### src/rtl/cpu_sequencer.sv
// Fetch/execute controller for the 8-bit core: fetches 9-bit instructions, drives
// ALU command fields and register-file strobes, sequences data-memory accesses.
//
// state   | meaning
// IDLE    | waiting for start after reset
// FETCH   | imem_req high, waiting for imem_valid
// EXEC    | decode/execute instr_reg, branch compare
// EXEC2   | taken branch: read R7 on port B, load pc
// MEM     | dmem_req high, waiting for dmem_done
// HALT    | halt executed, done high until start
module cpu_sequencer #(
  parameter int PC_W  = 8,
  parameter int CNT_W = 16
) (
  input  logic             clk,
  input  logic             rst_n,
  input  logic             start,
  output logic             done,
  output logic [PC_W-1:0]  pc,
  output logic             imem_req,
  input  logic             imem_valid,
  input  logic [8:0]       imem_data,
  output logic             dmem_req,
  output logic             dmem_we,
  input  logic             dmem_done,
  output logic [2:0]       alu_cmd,
  output logic [2:0]       typeselect,
  output logic [3:0]       immed,
  output logic             sc_in,
  input  logic             sc_o,
  input  logic             notequal,
  input  logic             lessthan,
  output logic [2:0]       rf_ra_addr,
  output logic [2:0]       rf_rb_addr,
  input  logic [7:0]       rf_rb_data,
  output logic [2:0]       rf_wr_addr,
  output logic             rf_wr_en,
  output logic             rf_wr_sel,
  output logic [CNT_W-1:0] retired
);

  typedef enum logic [2:0] {
    S_IDLE, S_FETCH, S_EXEC, S_EXEC2, S_MEM, S_HALT
  } state_t;

  state_t     state;
  logic [8:0] instr_reg;
  logic       carry;
  logic [2:0] op;
  logic       is_halt;
  logic       taken;
  logic       active;

  assign op       = instr_reg[8:6];
  assign is_halt  = (instr_reg == 9'h1FF);
  assign taken    = ((op == 3'b011) && notequal) || ((op == 3'b110) && lessthan);
  assign active   = (state == S_EXEC) || (state == S_EXEC2) || (state == S_MEM);
  assign imem_req = (state == S_FETCH);
  assign dmem_req = (state == S_MEM);
  assign dmem_we  = (state == S_MEM) && instr_reg[5];
  assign done     = (state == S_HALT);
  assign sc_in    = carry;

  always_ff @(posedge clk or negedge rst_n) begin
    if (!rst_n) begin
      state     <= S_IDLE;
      pc        <= '0;
      carry     <= 1'b0;
      retired   <= '0;
      instr_reg <= '0;
    end else begin
      case (state)
        S_IDLE, S_HALT: begin
          if (start) begin
            state   <= S_FETCH;
            pc      <= '0;
            retired <= '0;
            carry   <= 1'b0;
          end
        end
        S_FETCH: begin
          if (imem_valid) begin
            instr_reg <= imem_data;
            state     <= S_EXEC;
          end
        end
        S_EXEC: begin
          // inc/dec (typeselect 110/111) do not touch the carry register
          if ((op == 3'b001) && (instr_reg[5:3] < 3'd6)) carry <= sc_o;
          if (op == 3'b010) begin
            state <= S_MEM;
          end else if (taken) begin
            state <= S_EXEC2;
          end else if (is_halt) begin
            state <= S_HALT;
          end else begin
            state <= S_FETCH;
            pc    <= pc + PC_W'(1);
            if (retired != {CNT_W{1'b1}}) retired <= retired + CNT_W'(1);
          end
        end
        S_EXEC2: begin
          state <= S_FETCH;
          pc    <= PC_W'(rf_rb_data);
          if (retired != {CNT_W{1'b1}}) retired <= retired + CNT_W'(1);
        end
        S_MEM: begin
          if (dmem_done) begin
            state <= S_FETCH;
            pc    <= pc + PC_W'(1);
            if (retired != {CNT_W{1'b1}}) retired <= retired + CNT_W'(1);
          end
        end
        default: state <= S_IDLE;
      endcase
    end
  end

  always_comb begin
    alu_cmd    = 3'b111;
    typeselect = 3'b000;
    immed      = 4'h0;
    rf_ra_addr = 3'd0;
    rf_rb_addr = 3'd0;
    rf_wr_addr = 3'd0;
    rf_wr_en   = 1'b0;
    rf_wr_sel  = 1'b0;
    if (active) begin
      alu_cmd = op;
      case (op)
        3'b000: begin
          rf_ra_addr = instr_reg[2:0];
          rf_wr_addr = instr_reg[5:3];
          rf_wr_en   = (state == S_EXEC);
        end
        3'b001: begin
          typeselect = instr_reg[5:3];
          rf_ra_addr = instr_reg[2:0];
          rf_wr_addr = instr_reg[2:0];
          rf_wr_en   = (state == S_EXEC);
        end
        3'b010: begin
          rf_rb_addr = instr_reg[2:0];
          rf_wr_addr = instr_reg[2:0];
          // load data is written back on the completion cycle itself
          if ((state == S_MEM) && dmem_done && !instr_reg[5]) begin
            rf_wr_en  = 1'b1;
            rf_wr_sel = 1'b1;
          end
        end
        3'b011, 3'b110: begin
          rf_ra_addr = instr_reg[5:3];
          rf_rb_addr = (state == S_EXEC2) ? 3'd7 : instr_reg[2:0];
        end
        3'b100: begin
          immed    = instr_reg[3:0];
          rf_wr_en = (state == S_EXEC);
        end
        3'b101: begin
          rf_ra_addr = instr_reg[5:3];
          rf_rb_addr = instr_reg[2:0];
          rf_wr_addr = instr_reg[5:3];
          rf_wr_en   = (state == S_EXEC);
        end
        default: ;
      endcase
    end
  end

endmodule
### config.mk
export PLATFORM = sky130hd
export DESIGN_NAME = cpu_sequencer
export DESIGN_NICKNAME = d
export VERILOG_FILES = /design/src/rtl/cpu_sequencer.sv
export SDC_FILE = /design/constraint.sdc
export NUM_CORES = 1
export LEC_CHECK = 0
export CAP_MARGIN = 20
export CORE_UTILIZATION = 35
export CTS_BUF_LIST = sky130_fd_sc_hd__clkbuf_2 sky130_fd_sc_hd__clkbuf_4 sky130_fd_sc_hd__clkbuf_8
export CTS_CLUSTER_SIZE = 24
export DETAILED_ROUTE_END_ITERATION = 12
export GPL_TIMING_DRIVEN = 0
export HOLD_SLACK_MARGIN = 0.03
export PLACE_DENSITY_LB_ADDON = 0.25
export SLEW_MARGIN = 20
export SYNTH_ARGS = -nofsm -noshare
export SYNTH_HDL_FRONTEND = slang
export SYNTH_SLANG_ARGS = --single-unit
### constraint.sdc
create_clock -name clk -period 2.9 [get_ports clk]
set_clock_uncertainty 0.15 [all_clocks]
set_input_delay 0.435 -clock clk [delete_from_list [all_inputs] [get_ports clk]]
set_output_delay 0.435 -clock clk [all_outputs]
set_load 0.02 [all_outputs]
Yosys cells after proc, flatten, opt, wreduce, memory -nomap -nowiden. Index checks and enable logic that the tools add are counted.

Add/subtract/negate cells: 2. $lt $le $gt $ge: 1. Eq/ne operators: 20. Multiplexer cells: 40. Reduce and logical (&&, ||, !) cells: 26.

Operator list (count): $mux 16 (6); $pmux 16 s4 (1); $mux 8 (5); $mux 3 (13); $pmux 8 s4 (1); $pmux 3 s2 (3); $add 16x1->16 const B (1); $ne 16x16->1 const B (1); $eq 3x3->1 const B (5); $pmux 3 s5 (1); $eq 3x2->1 const B (4); $reduce_or 2->1 (6); $ne 2x2->1 const B (5); $eq 9x9->1 const B (1); $add 8x1->8 const B (1); $mux 4 (2); $eq 3x1->1 const B (2); $logic_and 1x1->1 (6); $logic_not 3->1 (2); $mux 1 (6); $reduce_and 3->1 (2); $reduce_and 6->1 (1); $ne 2x1->1 const B (2); $pmux 1 s2 (2); other kinds (8) (10).

Register bits: 37. Bits of input ports: 25.

Depth between registers and ports, before layout.
Word-level depth: 6. Gate-level depth with buffers: 8. Depth with buffers taken out: 7.

Worst setup path before layout. Ideal clock, no wire load.

Path kind: reg-to-output. Start: register state[1]. End: output immed[2]. Arrival time: 1.913 ns. Required time: 2.315 ns. Slack: 0.402 ns. Cell stages (with the launch flop): 7. Buffers on the path: 1. Cell sequence: dfrtp_1 nand2b_1 nor2_2 or2_1 buf_2 nand2b_1 nor3_1.

RTL lines: from (decl) (line 46) `state_t state;`; from (signal assigned) (line 66) `state <= S_IDLE;`; from (signal assigned) (line 75) `state <= S_FETCH;`; from (signal assigned) (line 84) `state <= S_EXEC;`; $eq 3x3->1; named net dmem_req (line 23) `output logic dmem_req,`; $logic_or 1x1->1 (line 57) `assign active = (state == S_EXEC) || (state == S_EXEC2) || (state == S_MEM);`; $mux 4 (line 128) `if (active) begin`; to (decl) (line 28) `output logic [3:0] immed,`.

The timed path passes the listed nets, and every way through them passes these cells.

Worst setup path after layout.
Start: register state[1]. End: output rf_rb_addr[1].

Longest elaborated chain between the ends: 4.

RTL lines: $eq 3x2->1, on equally long branches (line 57, 153); $mux 3 / $logic_or 1x1->1 (equally long branches) (line 153, 57); $pmux 3 s2 / $logic_or 1x1->1 (equally long branches) (line 130, 57); $mux 3 (*) (line 128); to (decl) (line 34) `output logic [2:0] rf_rb_addr,`.

Mark *: on every way between the ends. The rest lies on a longest branch, timed or not.

==> results.toml <==
[timing]
worst_slew_pin_slew_ps = 621.0
final_hold_viol_count = 0
max-slew-margin-rel_pct = 58.51
finalCritPeriodShare_pct = 98.26
fmaxAchievable_mhz = 350.9
fin_crit_ps = 2849
fin_ws_ps = 50.58
setup_viol = 0
fin_setup_tns_ps = 0
drv_slew = 0

[final_layout]
n_antenna_cell = 0
regArea_um2 = 930.9
fill_cells = 690
synthToLayoutAreaGrowth_pct = 39.93
postLayoutCoreUtil_pct = 51.51
layout_common_cells = "57 x clkdlybuf4s50_1, 34 x o21ai_0, 33 x dfrtp_1"
largest_reg_flops = 16
nets = 426
multi_input_area_um2 = 1501
layout_commonest_cell = "clkdlybuf4s50_1"
layout-drive-gt1-share_pct = 14.82

[die]
pin_count = 75
rows = 30
start_util_pct = 36.81
die_x_um = 87
coreArea_um2 = 6869
die_height_um = 87
fp.dieArea_um2 = 7569

[setup_path]
cp.required_ps = 2320
r2r-start = "retired[0]$_DFFE_PN0P_"
path_cells = "nand2b_1 -> nor2_4 -> or2_1 -> buf_2 -> a22oi_1 -> o22ai_1 -> a22o_1 -> dlygate4sd2_1"
cp-startpoint = "state[1]$_DFFE_PN0P_"
crit_slowest_cell = "dfrtp_2"
crit_arrival_ps = 2260
max_stage_delay_ps = 400
cp-start-kind = "flip-flop"
endpoint_kind = "primary output"
critPathMaxFanout = 9
critical_path_class = "reg -> out"

[logic_synthesis]
synth_top_family_by_area = "compound AO/OA/AOI/OAI gates"
synth_xor_area_share_pct = 0.3464
synth_mux_area_share_pct = 4.354
yosys.area_share.simple_pct = 26.13
synthArstFlopShare_pct = 100.0
synthDistinctLibCells = 52
synth_edf_count = 0
ys_seq_area_share_pct = 36.62
syn-num-nets = 343
syn-mean-instance-area_um2 = 8.002
ys_ff_latch = 37
synth_ff_type = "dfrtp_1"
yosysWarningCount = 0
syn_inst = 316
synthesis.area_um2 = 2529
synth_compound_area_share_pct = 26.18
synthAdderAreaFrac_pct = 0.9896

[placement]
port-buffer-count = 74
dpl.hpwl_um = 5694
place_worst_setup_slack_ps = -65.96
gp_congestion = 0.8692

[route]
final_antenna_net_count = 0
dr.pass1.iters = 4
drt_iter0_drc = 192
wl_per_cell_um = 16.20
viasPerCell = 5.593
drc = 0
totalWireLength_um = 8002
num_vias = 2763

[clock_network]
cts_tree = "done"
clock_path_buffers = 2
clk_latency_ps = 300
cts_root_buf = "clkbuf_8"
clock_sinks = 37
cts.htree.levels = 2
clk_pin_slew_ps = 80
cts_inserted_buffers = 5

[global_route]
grt_pass1_wl_um = 12680
overflow = 0
grt_max_degree = 28
grt_pass1_vias = 2507
grt_usage_pct = 21.59
antenna_found_initial = 0

[power]
p_per_area_nw_per_um2 = 880.3
ir_drop_v = 0.0005522
p_leak_uw = 0.001465
finalPower_uw = 3115

[min_path]
hold_class = "reg -> reg"
worstHoldStart = "retired[11]$_DFFE_PN0P_"

[flow_run]
maxCapViolCount = 0

[run_status]
status = "completed"
## cell type report
| type | instances | share of cell area, % |
|---|---|---|
| Buffer | 19 | 3.006 |
| Inverter | 7 | 0.8487 |
| Timing Repair Buffer | 79 | 21.92 |
| Sequential cell | 37 | 26.31 |
| Clock buffer | 5 | 1.945 |
| Clock inverter | 1 | 0.1414 |
| Tap cell | 96 | 3.395 |
| Multi-Input combinational cell | 250 | 42.43 |
## logic make-up (layout without fill, tap and decap cells)
group,after synthesis,count (layout)
multiplexers,10,10
buffers and inverters,29,111
AO/OA/AOI/OAI,106,106
adder cells (fa/ha/maj),2,2
flip-flops,37,37
AND/OR/NAND/NOR,131,131
XOR/XNOR,1,1
## synth_stat cells (3+ instances only)
cell type | instances | share of area [%]
clkbuf_1 | 4 | 0.59
dfrtp_1 | 37 | 37
buf_2 | 16 | 3.2
nor3b_1 | 3 | 0.89
nand2b_1 | 7 | 1.7
o22ai_1 | 5 | 1.2
a22oi_1 | 5 | 1.5
and4_1 | 4 | 1.4
o21ai_0 | 34 | 6.7
and3_1 | 9 | 2.2
nand3_1 | 18 | 3.6
o21ai_1 | 5 | 0.99
a31oi_1 | 5 | 1.2
nand2_1 | 28 | 4.2
mux2_2 | 8 | 3.6
a21oi_1 | 24 | 4.8
nand4_1 | 3 | 0.74
nor2b_1 | 5 | 1.2
a22o_1 | 3 | 1.0
nor3_1 | 10 | 2.0
and2_1 | 4 | 0.99
nor2_1 | 31 | 4.6
inv_1 | 4 | 0.59
o31ai_1 | 8 | 2.4
## routing by layer
layer	GRT usage (%)	wire length, um
met5	0	0
met1	30.86	3687
met2	33.36	3710
met4	6.970	127
met3	3.318	475
## through the flow
step                cell area (um2)  std cells  hold WS [ps]
floorplan                      2529        316        -10.59
global placement               3390        486         347.0
detailed placement             3405        487         187.0
CTS                            3500        492         349.5
global route                   3538        494         385.4
finish                         3538        494         347.5
## worst paths after layout
check / to / cells after the start / slack [ps]
min in group asynchronous: instr_reg[8]$_DFFE_PN0P_ / 2 / 420
max in group asynchronous: state[2]$_DFFE_PN0P_ / 3 / 1730
worst max register to register: retired[7]$_DFFE_PN0P_ / 8 / 660
worst min register to register: retired[11]$_DFFE_PN0P_ / 1 / 350
worst max-delay path: rf_rb_addr[1] / 8 / 50
worst min-delay path: retired[11]$_DFFE_PN0P_ / 1 / 350
## power by group
group / internal [uW] / leakage (uW) / switching (uW)
Sequential: 658 / 0.000483 / 229
Combinational: 774 / 0.000942 / 1110
Clock: 158 / 0.0000399 / 184
Total: 1590 / 0.00147 / 1520
## critical path: cells and delay by family, from the launching register on
family / cells / cell delay, ps
AOI/OAI and AO/OA: 3 / 570
and+or+nand+nor: 3 / 480
DFF: 1 / 400
buffers and inverters: 2 / 510
## what timing repair did
action                                  CTS  global route
endpoints found under the hold margin    10             0
resized for setup                        23            12
endpoints found under the setup margin   19            12
hold buffers                              1             0
setup buffers                             0             3
(Power assumes the default switching activity.)
